--- config.mk ---
export PLATFORM = sky130hd
export DESIGN_NAME = rr_mux_arbiter
export DESIGN_NICKNAME = d
export VERILOG_FILES = /design/src/rtl/mux_pkg.sv /design/src/rtl/rr_pick_comb.sv /design/src/rtl/rr_mux_arbiter.sv
export SDC_FILE = /design/constraint.sdc
export NUM_CORES = 1
export LEC_CHECK = 0
export ABC_AREA = 1
export BUFFER_PORTS_ARGS = -buffer_cell sky130_fd_sc_hd__buf_2
export CORE_ASPECT_RATIO = 0.7
export CORE_MARGIN = 1
export CORE_UTILIZATION = 48
export CTS_CLUSTER_SIZE = 8
export DETAILED_ROUTE_END_ITERATION = 12
export PLACE_DENSITY = 0.84
export SLEW_MARGIN = 20
export SYNTH_ARGS = -nofsm -noshare
export SYNTH_HDL_FRONTEND = slang
export SYNTH_SLANG_ARGS = --single-unit
--- constraint.sdc ---
create_clock -name clk -period 2.3 [get_ports clk]
set_input_delay 0.115 -clock clk [delete_from_list [all_inputs] [get_ports clk]]
set_output_delay 0.115 -clock clk [all_outputs]
set_load 0.01 [all_outputs]
--- src/rtl/mux_pkg.sv ---
// Shared types and the round-robin pick function for the 4:1 mux arbiter.
package mux_pkg;

  typedef logic [1:0] sel_t;

  localparam int NUM_CH = 4;

  typedef struct packed {
    logic found;
    sel_t sel;
  } pick_t;

  // Search last, last+1, last+2, last+3; last is skipped unless allow_last.
  // If last was skipped and nothing else is valid, last is granted anyway.
  function automatic pick_t rr_pick(input logic [NUM_CH-1:0] req,
                                    input sel_t              last,
                                    input logic              allow_last);
    pick_t p;
    sel_t  idx;
    p.found = 1'b0;
    p.sel   = last;
    for (int unsigned k = 0; k < NUM_CH; k++) begin
      idx = sel_t'(32'(last) + k);
      if (!p.found && req[idx] && (k != 0 || allow_last)) begin
        p.found = 1'b1;
        p.sel   = idx;
      end
    end
    if (!p.found && req[last]) begin
      p.found = 1'b1;
      p.sel   = last;
    end
    return p;
  endfunction

endpackage

--- src/rtl/rr_pick_comb.sv ---
// Combinational rotate-and-find-first grant selection.
module rr_pick_comb
  import mux_pkg::*;
(
  input  logic [NUM_CH-1:0] req,
  input  sel_t              last,
  input  logic              allow_last,
  output logic              found,
  output sel_t              grant
);

  pick_t pick;

  always_comb begin
    pick  = rr_pick(req, last, allow_last);
    found = pick.found;
    grant = pick.sel;
  end

endmodule

--- src/rtl/rr_mux_arbiter.sv ---
// Round-robin arbiter driving the 4:1 mux select, with a registered one-entry output stage.
module rr_mux_arbiter
  import mux_pkg::*;
#(
  parameter int WIDTH     = 4,
  parameter int MAX_BURST = 2
) (
  input  logic                    clk,
  input  logic                    reset,
  input  logic [NUM_CH-1:0]       req_valid,
  input  logic [NUM_CH*WIDTH-1:0] req_data,
  output logic [NUM_CH-1:0]       req_ready,
  output sel_t                    select,
  output logic                    out_valid,
  output logic [WIDTH-1:0]        out_data,
  input  logic                    out_ready
);

  localparam int CNT_W = 4;

  sel_t             last_grant;
  logic [CNT_W-1:0] burst_cnt;
  logic             can_load;
  logic             allow_last;
  logic             found;
  sel_t             grant;
  logic             load;

  // burst_cnt is 0 only out of reset, so the reset value of last_grant is
  // not treated as a live burst and channel 0 gets first priority.
  assign allow_last = (burst_cnt != '0) && (burst_cnt < CNT_W'(MAX_BURST));
  assign can_load   = !out_valid || out_ready;
  assign load       = can_load && found && !reset;

  rr_pick_comb u_pick (
    .req        (req_valid),
    .last       (last_grant),
    .allow_last (allow_last),
    .found      (found),
    .grant      (grant)
  );

  always_comb begin
    req_ready = '0;
    if (load) req_ready[grant] = 1'b1;
  end

  always_ff @(posedge clk or posedge reset) begin
    if (reset) begin
      out_valid  <= 1'b0;
      out_data   <= '0;
      select     <= '0;
      last_grant <= 2'd3;
      burst_cnt  <= '0;
    end else begin
      if (load) begin
        out_valid  <= 1'b1;
        out_data   <= req_data[grant*WIDTH +: WIDTH];
        select     <= grant;
        last_grant <= grant;
        if (grant == last_grant) begin
          if (burst_cnt < CNT_W'(MAX_BURST)) burst_cnt <= burst_cnt + 1'b1;
        end else begin
          burst_cnt <= CNT_W'(1);
        end
      end else if (out_ready) begin
        out_valid <= 1'b0;
      end
    end
  end

endmodule

==> impl_metrics.ini <==
[sta]
grt_setup_unrepaired = true
slew_headroom_pct = 82.48
finClkSkew_ps = 9.541
timing.fmax_mhz = 435.7
final.period_utilization_pct = 99.78
fin_crit_ps = 2295
whs_ps = 32.23
hold_viol = 0
slew_viol_final = 0
worst_pin_slew_ps = 261.7
finalSetupViolCount = 0

[clocking]
clk_pin_slew_worst_paths_ps = 70
clkSinkCount = 13
insertion_delay_ps = 280
htreeDepth = 1
clk_path_buf_depth = 2
cts_made_buffers = 3
cts_tree = yes
root_buffer = clkbuf_4

[route]
via_count = 1291
wirelength_um = 3048
drtAntennaViolNets = 0
wl_per_cell_um = 11.63
drt-vias-per-instance = 4.927
drc_errors = 0
drt_iter0_markers = 50
firstDrtPassIters = 4

[synthesis]
yosys.cell_types.count = 23
syn_nets = 201
synthesis.area_um2 = 1101
yosysWarnings = 0
ys_ff_latch = 13
syn_area_per_cell_um2 = 6.256
synth_seq_area_share_pct = 29.77
synthCells = 176

[critical_path]
critPathRequiredTime_ps = 2180
r2r_start = last_grant[0]
critPathLaunchType = flip-flop
end_kind = output pin
timing.critical_path.from = last_grant[0]
arrival_ps = 2180
reg2regPathDepth = 15
crit_fanout = 6
critical_path_class = flip-flop to output pin
crit_end = req_ready[2]
rrSetupSlack_ps = 60
r2r_end = out_data[2]

[hold_path]
hold_path.class = input pin to flip-flop

[placement]
port_buffers = 33
gp_congestion = 0.9297
dp_hpwl_um = 1916

[global_routing]
grt-ovfl-total = 0
grt_max_degree = 15
grt_usage_pct = 22.05
grt_pass1_vias = 976
antenna_found_initial = 0
grt_pass1_wl_um = 4174

[finish]
antenna_cells = 0
final-seq-area_um2 = 327.8
fillerInstances = 163
fin_nets = 256
layout_commonest_cell = nand2_1
final_cell_mix = nand2_1, buf_2, nand2_2
area_growth_pct = 43.18
multi_input_area_um2 = 774.5
drive_above_1_share_pct = 44.78

[run]
drv_cap = 0

[power]
power_density_nw_per_um2 = 1831
total_power_w = 0.002886
leakage_nw = 0.9124
ir_drop_uv = 819.4

[floorplan]
dieArea_um2 = 2492
coreArea_um2 = 2155
die_h_um = 42.07
initial_utilization_pct = 51.10
ios = 34
rows = 14
fp.dieW_um = 59.25

[outcome]
outcome = finished, final reports clean
==> critical path, cell delays in order, from the launching register on <==
cell and delay [ps]:
dfstp_2 600, buf_6 150, nand2_2 70, nand2_2 90, nand2_2 80, nand2_4 70
nand3_4 80, nor2_4 160, nand2_1 130, nand2_4 110, inv_8 40, buf_4 120
nor2_1 70, buf_2 130
==> Yosys cell counts, drive strengths merged <==
master  count  area (µm²)
nor2       10       55.06
nand4       2       12.51
dfstp       2       52.55
dfrtp      11       275.3
o211ai      1       7.510
a21oi       5       28.78
a31oi       1       6.260
nand2     103       431.7
nor3        1       5.000
buf         3       42.54
nand3      13       70.07
o21ai       3       15.01
ha          2       25.02
inv        19       73.82
==> cell type report <==
type                    instances  area share [%]
multi-input cells             141           49.13
well taps                      32           2.540
clock buffers                   4           1.667
repair buffers                 53           20.40
flip-flops and latches         13           20.79
inverters                      19           5.476
==> power breakdown <==
part	internal, W	total [W]	switching [W]
Sequential	0.000343	0.000433	0.0000897
Clock	0.0000672	0.000140	0.0000732
Combinational	0.000927	0.00231	0.00139
==> timing repair <==
item,CTS,global route
hold buffers,1,0
hold endpoints to repair,11,0
endpoints found under the setup margin,4,8
gates resized for setup,3,36
pin swaps,2,14
setup buffers,5,8
==> per-stage QoR <==
step	TNS [ps]	instances	setup WS, ps	area [µm²]	utilization [%]
floorplan	0	176	352.6	1101	-
global placement	0	244	208.1	1309	60.74
detailed placement	0	244	182.1	1309	60.74
CTS	0	254	13.35	1386	64.34
global route	-497.0	262	-101.0	1577	73.17
finish	0	262	4.995	1577	73.17
==> how the worst min path moves through the flow <==
stage,start,depth (start not counted),to,slack [ps]
floorplan,reset,1,burst_cnt[0],-1
global placement,reset,3,out_data[1],110
detailed placement,reset,3,out_data[1],110
CTS,out_ready,2,out_valid,30
global route,out_ready,2,out_valid,50
finish,out_ready,2,out_valid,30
==> cell families after synthesis <==
kind of cell	count (synthesis)	share of synthesized area (%)
buf+inv	22	10.57
flops	13	29.77
simple gates	129	52.16
compound gates	10	5.228
fa+ha+maj	2	2.272
==> per-layer routing <==
| layer | share of wire, % | track usage [%] | vias to the layer above |
|---|---|---|---|
| met4 | 1.6 | 4.286 | 0 |
| met1 | 47 | 33.73 | 570 |
| met3 | 6.6 | 4.630 | 6 |
| li1 | - | - | 653 |
| met5 | 0 | 0 | - |
| met2 | 45 | 31.91 | 62 |
==> state kept, by name (all words and copies together) (netlist names) <==
| name | count |
|---|---|
| burst_cnt | 4 |
| select | 2 |
| last_grant | 2 |
| out_valid | 1 |
| out_data | 4 |
Power figures use the tool's default switching activity.
